==> src/rtl/round_sequencer_pkg.sv <==
// Shared types and defaults for the round sequencer and its frame divider.
package round_sequencer_pkg;

  localparam int unsigned SEC_W   = 4;
  localparam int unsigned ROUND_W = 3;

  localparam int unsigned DEF_CLK_PER_FRAME  = 833334;
  localparam int unsigned DEF_FRAMES_PER_SEC = 60;
  localparam int unsigned DEF_ROUNDS         = 3;
  localparam int unsigned DEF_ROUND_SECONDS  = 5;

  typedef enum logic [2:0] {
    ST_IDLE,
    ST_RUN,
    ST_GAP,
    ST_PAUSED,
    ST_OVER
  } state_e;

  // Bits needed to hold 0..max_val (at least one).
  function automatic int unsigned cnt_width(input int unsigned max_val);
    return (max_val < 1) ? 1 : $clog2(max_val + 1);
  endfunction

endpackage

==> src/rtl/round_sequencer_frame_tick_gen.sv <==
// Frame divider: counts 0..CLK_PER_FRAME while enabled, pulses tick_o on the
// cycle the count sits at CLK_PER_FRAME, and clears whenever disabled.
module frame_tick_gen
  import round_sequencer_pkg::*;
#(
  parameter int unsigned CLK_PER_FRAME = DEF_CLK_PER_FRAME
) (
  input  logic clk,
  input  logic reset,
  input  logic enable_i,
  output logic tick_o
);

  localparam int unsigned    CNT_W   = cnt_width(CLK_PER_FRAME);
  localparam logic [CNT_W-1:0] CNT_MAX = CNT_W'(CLK_PER_FRAME);

  logic [CNT_W-1:0] cnt_q, cnt_d;
  logic             tick_q, tick_d;

  // Tick is registered from the look-ahead count so it lines up with cnt_q.
  always_comb begin
    cnt_d  = '0;
    tick_d = 1'b0;
    if (enable_i) begin
      cnt_d  = (cnt_q == CNT_MAX) ? '0 : cnt_q + CNT_W'(1);
      tick_d = (cnt_d == CNT_MAX);
    end
  end

  always_ff @(posedge clk) begin
    if (reset) begin
      cnt_q  <= '0;
      tick_q <= 1'b0;
    end else begin
      cnt_q  <= cnt_d;
      tick_q <= tick_d;
    end
  end

  assign tick_o = tick_q;

endmodule

==> src/rtl/round_sequencer.sv <==
// Game-round controller driving the round timer's enable; optional watchdog
// enabled by defining ROUND_SEQ_WATCHDOG_EN.
module round_sequencer
  import round_sequencer_pkg::*;
#(
  parameter int unsigned CLK_PER_FRAME  = DEF_CLK_PER_FRAME,
  parameter int unsigned FRAMES_PER_SEC = DEF_FRAMES_PER_SEC,
  parameter int unsigned ROUNDS         = DEF_ROUNDS,
  parameter int unsigned ROUND_SECONDS  = DEF_ROUND_SECONDS
) (
  input  logic               clk,
  input  logic               reset,
  input  logic               start,
  input  logic               pause,
  input  logic               timer_done,
  output logic               enable_timer,
  output logic [ROUND_W-1:0] round,
  output logic [SEC_W-1:0]   seconds_left,
  output logic               round_start,
  output logic               busy,
  output logic               game_over,
  output logic               timeout_err
);

  localparam int unsigned      FRAME_W   = cnt_width(FRAMES_PER_SEC - 1);
  localparam logic [FRAME_W-1:0] FRAME_MAX = FRAME_W'(FRAMES_PER_SEC - 1);
  localparam logic [ROUND_W-1:0] LAST_RND  = ROUND_W'(ROUNDS - 1);

  state_e               state_q, state_d;
  logic                 gap_q, gap_d;
  logic                 adv_q, adv_d;
  logic [ROUND_W-1:0]   round_q, round_d;
  logic [SEC_W-1:0]     sec_q, sec_d;
  logic [FRAME_W-1:0]   frame_q, frame_d;
  logic                 enable_q, enable_d;
  logic                 rs_q, rs_d;
  logic                 busy_q, busy_d;
  logic                 over_q, over_d;
  logic                 frame_tick;
  logic                 second_c;
  logic                 wd_fire_c;

  frame_tick_gen #(
    .CLK_PER_FRAME(CLK_PER_FRAME)
  ) u_frame_tick (
    .clk     (clk),
    .reset   (reset),
    .enable_i(state_q == ST_RUN),
    .tick_o  (frame_tick)
  );

  assign second_c = (state_q == ST_RUN) && frame_tick && (frame_q == FRAME_MAX);

`ifdef ROUND_SEQ_WATCHDOG_EN
  logic to_q;

  // A full second spent at zero without timer_done means the timer is stuck.
  assign wd_fire_c = second_c && (sec_q == '0) && !timer_done;

  always_ff @(posedge clk) begin
    if (reset)          to_q <= 1'b0;
    else if (wd_fire_c) to_q <= 1'b1;
  end

  assign timeout_err = to_q;
`else
  assign wd_fire_c   = 1'b0;
  assign timeout_err = 1'b0;
`endif

  always_comb begin
    state_d = state_q;
    gap_d   = gap_q;
    adv_d   = adv_q;
    round_d = round_q;
    sec_d   = sec_q;
    frame_d = frame_q;
    rs_d    = 1'b0;

    if ((state_q == ST_RUN) && frame_tick)
      frame_d = (frame_q == FRAME_MAX) ? '0 : frame_q + FRAME_W'(1);

    case (state_q)
      ST_IDLE, ST_OVER: begin
        if (start) begin
          state_d = ST_GAP;
          gap_d   = 1'b0;
          round_d = '0;
          adv_d   = 1'b0;
        end
      end
      // Two-cycle gap lets the timer's stale done level drain.
      ST_GAP: begin
        if (gap_q) begin
          state_d = ST_RUN;
          if (adv_q) round_d = round_q + ROUND_W'(1);
          sec_d   = SEC_W'(ROUND_SECONDS);
          frame_d = '0;
          rs_d    = 1'b1;
        end else begin
          gap_d = 1'b1;
        end
      end
      ST_RUN: begin
        if (timer_done || wd_fire_c) begin
          if (round_q == LAST_RND) begin
            state_d = ST_OVER;
          end else begin
            state_d = ST_GAP;
            gap_d   = 1'b0;
            adv_d   = 1'b1;
          end
        end else if (pause) begin
          state_d = ST_PAUSED;
        end else if (second_c && (sec_q != '0)) begin
          sec_d = sec_q - SEC_W'(1);
        end
      end
      ST_PAUSED: begin
        if (!pause) begin
          state_d = ST_GAP;
          gap_d   = 1'b0;
          adv_d   = 1'b0;
        end
      end
      default: state_d = ST_IDLE;
    endcase

    enable_d = (state_d == ST_RUN);
    busy_d   = (state_d == ST_RUN) || (state_d == ST_GAP) || (state_d == ST_PAUSED);
    over_d   = (state_d == ST_OVER);
  end

  always_ff @(posedge clk) begin
    if (reset) begin
      state_q  <= ST_IDLE;
      gap_q    <= 1'b0;
      adv_q    <= 1'b0;
      round_q  <= '0;
      sec_q    <= '0;
      frame_q  <= '0;
      enable_q <= 1'b0;
      rs_q     <= 1'b0;
      busy_q   <= 1'b0;
      over_q   <= 1'b0;
    end else begin
      state_q  <= state_d;
      gap_q    <= gap_d;
      adv_q    <= adv_d;
      round_q  <= round_d;
      sec_q    <= sec_d;
      frame_q  <= frame_d;
      enable_q <= enable_d;
      rs_q     <= rs_d;
      busy_q   <= busy_d;
      over_q   <= over_d;
    end
  end

  assign enable_timer = enable_q;
  assign round        = round_q;
  assign seconds_left = sec_q;
  assign round_start  = rs_q;
  assign busy         = busy_q;
  assign game_over    = over_q;

endmodule

==> config.mk <==
export PLATFORM = sky130hd
export DESIGN_NAME = round_sequencer
export DESIGN_NICKNAME = d
export VERILOG_FILES = /design/src/rtl/round_sequencer_pkg.sv /design/src/rtl/round_sequencer_frame_tick_gen.sv /design/src/rtl/round_sequencer.sv
export SDC_FILE = /design/constraint.sdc
export NUM_CORES = 1
export LEC_CHECK = 0
export BUFFER_PORTS_ARGS = -buffer_cell sky130_fd_sc_hd__buf_2
export CORE_MARGIN = 1
export CORE_UTILIZATION = 25
export CTS_CLUSTER_DIAMETER = 50
export DETAILED_ROUTE_END_ITERATION = 6
export MAX_ROUTING_LAYER = met4
export PLACE_DENSITY = 0.43
export SYNTH_ARGS = -nofsm -noshare
export SYNTH_HDL_FRONTEND = slang
export SYNTH_HIERARCHICAL = 1
export SYNTH_SLANG_ARGS = --single-unit
==> constraint.sdc <==
create_clock -name clk -period 6.3 [get_ports clk]
set_clock_uncertainty 0.15 [all_clocks]
set_input_delay 0.315 -clock clk [delete_from_list [all_inputs] [get_ports clk]]
set_output_delay 0.315 -clock clk [all_outputs]
set_load 0.005 [all_outputs]
==> metrics.txt <==
# TYPE chip_impl_metric gauge
chip_impl_metric{name="gr-usage-all-layers",unit="%"} 11.2
chip_impl_metric{name="cts_buffer_depth",unit=""} 2
chip_impl_metric{name="post_synth_xor_area_fraction",unit="%"} 9.23
chip_impl_metric{name="antenna_cells_inserted",unit=""} 0
chip_impl_info{name="synth_top_cell_by_area",value="dfxtp_1"} 1
chip_impl_metric{name="crit_path_arrival_time",unit="ps"} 2730
chip_impl_metric{name="power.density_cell_area",unit="nW/um2"} 231
chip_impl_metric{name="power.combinational.fraction",unit="%"} 8.1
chip_impl_metric{name="post-route-min-period",unit="ps"} 2690
chip_impl_metric{name="power.switching_fraction",unit="%"} 23.6
chip_impl_metric{name="initial_antenna_violation_count",unit=""} 0
chip_impl_metric{name="ctsHoldBuffers",unit=""} 0
chip_impl_metric{name="power_switching",unit="W"} 0.000142
chip_impl_metric{name="seq_power_share",unit="%"} 48.4
chip_impl_info{name="crit_chain",value="nor3b_1 -> nand2b_1 -> a31o_2 -> or4_1 -> a2111oi_2"} 1
chip_impl_info{name="worst_r2r_startpoint",value="state_q[0]$_SDFF_PP0_"} 1
chip_impl_info{name="tritoncts",value="built"} 1
chip_impl_metric{name="route.met3.wl",unit="um"} 156
chip_impl_metric{name="r2r_setup_slack",unit="ps"} 3610
chip_impl_info{name="synth_most_common_cell",value="dfxtp_1"} 1
chip_impl_metric{name="floorplan.rows",unit=""} 35
chip_impl_metric{name="initial_detailed_routing_violation_count",unit=""} 55
chip_impl_metric{name="number_of_buffer_and_inverter_instances_along_the_worst_setup_path",unit=""} 0
chip_impl_metric{name="fraction_of_synthesized_cell_area_taken_by_the_top_area_cell_type",unit="%"} 36.3
chip_impl_metric{name="worst-endpoint-required",unit="ps"} 6350
chip_impl_metric{name="cts_resized",unit=""} 0
chip_impl_metric{name="cell_internal_power_dissipation",unit="W"} 0.000460
chip_impl_metric{name="timing.critical_path.fanout_max",unit=""} 19
chip_impl_metric{name="finalMaxSlewViolations",unit=""} 0
chip_impl_info{name="yosys-top-cells-count",value="dfxtp_1 (43), nor2_1 (40), nand2_1 (17)"} 1
chip_impl_metric{name="fillers",unit=""} 986
chip_impl_info{name="hold_path.startpoint",value="reset"} 1
chip_impl_metric{name="post-route-drc-count",unit=""} 0
chip_impl_metric{name="core",unit="um2"} 9200
chip_impl_metric{name="fp.dieArea",unit="um2"} 9880
chip_impl_metric{name="cts.sinks",unit=""} 43
chip_impl_info{name="cpLargestDelayFamily",value="simple AND/OR/NAND/NOR gates"} 1
chip_impl_metric{name="grt_max_degree",unit=""} 20
chip_impl_metric{name="buffer_ports.inserted",unit=""} 15
chip_impl_info{name="routed.top_layer",value="met4"} 1
chip_impl_metric{name="finalWeightedCongestion",unit=""} 0.774
chip_impl_info{name="combinational_family_with_the_most_area_after_synthesis",value="simple AND/OR/NAND/NOR gates"} 1
chip_impl_metric{name="post_route_cells_drive_above_1_share",unit="%"} 13.0
chip_impl_metric{name="netlist-cell-type-count",unit=""} 62
chip_impl_metric{name="area_growth_syn_to_layout",unit="%"} 9.87
chip_impl_info{name="cpMaxStageDelayCell",value="dfxtp_1"} 1
chip_impl_info{name="status",value="finished, final reports clean"} 1
chip_impl_metric{name="wire_length_of_the_first_global_routing_pass",unit="um"} 8690
chip_impl_metric{name="floorplan.io_pins",unit=""} 17
chip_impl_metric{name="ant_nets",unit=""} 0
chip_impl_metric{name="clkPwrFrac",unit="%"} 43.5
chip_impl_metric{name="ys_seq_elements",unit=""} 43
chip_impl_metric{name="grt_remaining_overflow",unit=""} 0
chip_impl_metric{name="cap_violations",unit=""} 0
chip_impl_metric{name="route.detailed.wl_per_inst",unit="um"} 12.9
chip_impl_metric{name="synth_fp_nets",unit=""} 284
chip_impl_info{name="grt_setup_unrepaired",value="false"} 1
chip_impl_metric{name="die_x",unit="um"} 99.4
chip_impl_metric{name="tns",unit="ps"} 0
chip_impl_metric{name="max_slew_margin",unit="%"} 53.1
chip_impl_metric{name="crit_path_max_incr_delay",unit="ps"} 580
chip_impl_info{name="hold_class",value="primary input to flip-flop"} 1
chip_impl_metric{name="grt_pass1_vias",unit=""} 1801
chip_impl_metric{name="syn_area",unit="um2"} 2370
chip_impl_metric{name="timing_hold_violations_final",unit=""} 0
chip_impl_metric{name="hpwlAfterDp",unit="um"} 3460
chip_impl_info{name="worstSetupPathType",value="flip-flop to flip-flop"} 1
chip_impl_metric{name="worstMarginPinSlew",unit="ps"} 702
chip_impl_metric{name="setup_viol_count_final",unit=""} 0
chip_impl_metric{name="dr_total_vias",unit=""} 1856
chip_impl_metric{name="worst-r2r-cell-count",unit=""} 5
chip_impl_metric{name="cp.depth",unit=""} 5
chip_impl_info{name="ctsRootBufferMaster",value="clkbuf_8"} 1
chip_impl_metric{name="fmax",unit="MHz"} 372
chip_impl_info{name="startpoint_type",value="flip-flop"} 1
chip_impl_metric{name="synth-adder-area-share",unit="%"} 3.17
chip_impl_metric{name="hold-worst-slack",unit="ps"} 243
chip_impl_metric{name="synth_simple_gate_area_share",unit="%"} 33.0
chip_impl_metric{name="vdd_ir_drop_max",unit="uV"} 82.2
chip_impl_metric{name="tritoncts.num_buffers",unit=""} 5
chip_impl_metric{name="start_util",unit="%"} 25.8
chip_impl_metric{name="wl_met2",unit="um"} 2230
chip_impl_metric{name="syn-instance-count",unit=""} 273
chip_impl_info{name="timing.rr.end",value="u_frame_tick/tick_o$_SDFF_PP0_"} 1
chip_impl_metric{name="postSynth.asyncResetShare",unit="%"} 0
chip_impl_metric{name="final_nets",unit=""} 286
chip_impl_metric{name="synth_seq_area_share",unit="%"} 36.3
chip_impl_metric{name="drt_pass1_iterations",unit=""} 4
chip_impl_metric{name="wl",unit="um"} 5000
chip_impl_metric{name="cts_max_level",unit=""} 2
chip_impl_info{name="timing.critical_path.to_type",value="flip-flop"} 1
chip_impl_info{name="worstHoldEndpoint",value="state_q[0]$_SDFF_PP0_"} 1
chip_impl_metric{name="compound_gate_fraction_of_synth_area",unit="%"} 11.8
chip_impl_metric{name="timing.final.crit_share",unit="%"} 42.6
chip_impl_metric{name="synthMuxAreaShare",unit="%"} 0.422
chip_impl_metric{name="cts.clk_slew.worst_paths",unit="ps"} 90
chip_impl_metric{name="yosys_warnings",unit=""} 6
chip_impl_metric{name="routed_metal_1_wire_length",unit="um"} 2590
chip_impl_metric{name="insertion_delay",unit="ps"} 300
chip_impl_metric{name="post_cts.repair.setup_buffers",unit=""} 0
chip_impl_metric{name="chipHeight",unit="um"} 99.4
chip_impl_metric{name="hold_path_depth",unit=""} 2
chip_impl_metric{name="area_after_detailed_placement",unit="um2"} 2470
chip_impl_metric{name="static-leakage-power",unit="nW"} 0.942
chip_impl_info{name="synth_top_cells_by_area",value="dfxtp_1 (36%), nor2_1 (6.3%), xor2_1 (4.8%)"} 1
chip_impl_metric{name="design_area",unit="um2"} 2610
chip_impl_info{name="synth_ff_type",value="dfxtp_1"} 1
chip_impl_metric{name="postSynthAreaPerCell",unit="um2"} 8.69
chip_impl_metric{name="synth_enable_flop_cells",unit=""} 0
chip_impl_metric{name="routed_via_density",unit=""} 4.80
chip_impl_metric{name="numPlacedInstances",unit=""} 379
chip_impl_metric{name="non_filler_instances",unit=""} 387
worst reg2reg max path: cells and delay by family (launching register included):
family | cells | cell delay [ps]
flops | 1 | 580
simple gates | 3 | 1260
compound gates | 2 | 600
sequential cells by signal, indices dropped and copies added, names as in the netlist:
register / count
adv_q: 1
busy: 1
enable_timer: 1
frame_q: 6
game_over: 1
gap_q: 1
round: 3
round_start: 1
seconds_left: 4
state_q: 3
u_frame_tick/cnt_q: 20
u_frame_tick/tick_o: 1
worst max path at each step:
stage	from	end	slack [ps]
2_1_floorplan	state_q[0]$_SDFF_PP0_	u_frame_tick/tick_o$_SDFF_PP0_	3960
3_3_place_gp	state_q[0]$_SDFF_PP0_	u_frame_tick/tick_o$_SDFF_PP0_	3710
3_5_place_dp	state_q[0]$_SDFF_PP0_	u_frame_tick/tick_o$_SDFF_PP0_	3620
4_1_cts	state_q[0]$_SDFF_PP0_	u_frame_tick/tick_o$_SDFF_PP0_	3600
5_1_grt	state_q[0]$_SDFF_PP0_	u_frame_tick/tick_o$_SDFF_PP0_	3400
6_report	state_q[0]$_SDFF_PP0_	u_frame_tick/tick_o$_SDFF_PP0_	3610
final cells by class:
type                            count  area, um2  area share [%]
Clock inverter                      2       60.1            2.31
Sequential cell                    43        861            33.0
Inverter                            7       26.3            1.01
Clock buffer                        6       72.6            2.79
Multi-Input combinational cell    203       1370            52.6
Timing Repair Buffer               15       75.1            2.88
Tap cell                          111        139            5.33
logic make-up after synthesis:
family | count (synthesis)
AO/OA/AOI/OAI | 37
XOR/XNOR | 25
adder cells (fa/ha/maj) | 6
buffers and inverters | 27
flip-flops | 43
multiplexers | 1
other | 1
AND/OR/NAND/NOR | 133
routing by layer:
layer	vias to the layer above	track usage, %
met5	-	-
met4	0	2.38
met3	4	2.46
met2	25	17.4
met1	862	14.9
li1	965	-
power groups by stage:
stage               sequential [W]  combinational [W]  clock (W)
floorplan                 0.000293          0.0000405          0
global placement          0.000297          0.0000503          0
detailed placement        0.000298          0.0000497          0
CTS                       0.000291          0.0000499   0.000268
global route              0.000294          0.0000568   0.000281
finish                    0.000291          0.0000490   0.000262
cells in the final DEF, fill, tap and decap left out, drive strengths merged, types with 3 or more instances in the layout:
cell,count
nand2,17
nand4b,5
xnor2,12
inv,7
or4,3
a211oi,5
dfxtp,43
ha,6
nand3,9
buf,15
and4,4
xor2,13
nand4,10
and3,4
nor2,40
a21oi,10
nor4,3
nor3,11
clkbuf,6
or3,3
nor3b,5
nand2b,5
nor2b,4
metrics by stage:
stage               utilization (%)  power, W  worst slack [ps]
finish                         28.3  0.000602              3610
global route                   28.3  0.000631              3400
CTS                            28.3  0.000610              3600
detailed placement             26.9  0.000347              3620
global placement               26.9  0.000348              3710
floorplan                         -  0.000333              3960
Note: power is estimated with default switching activity, not from simulation.
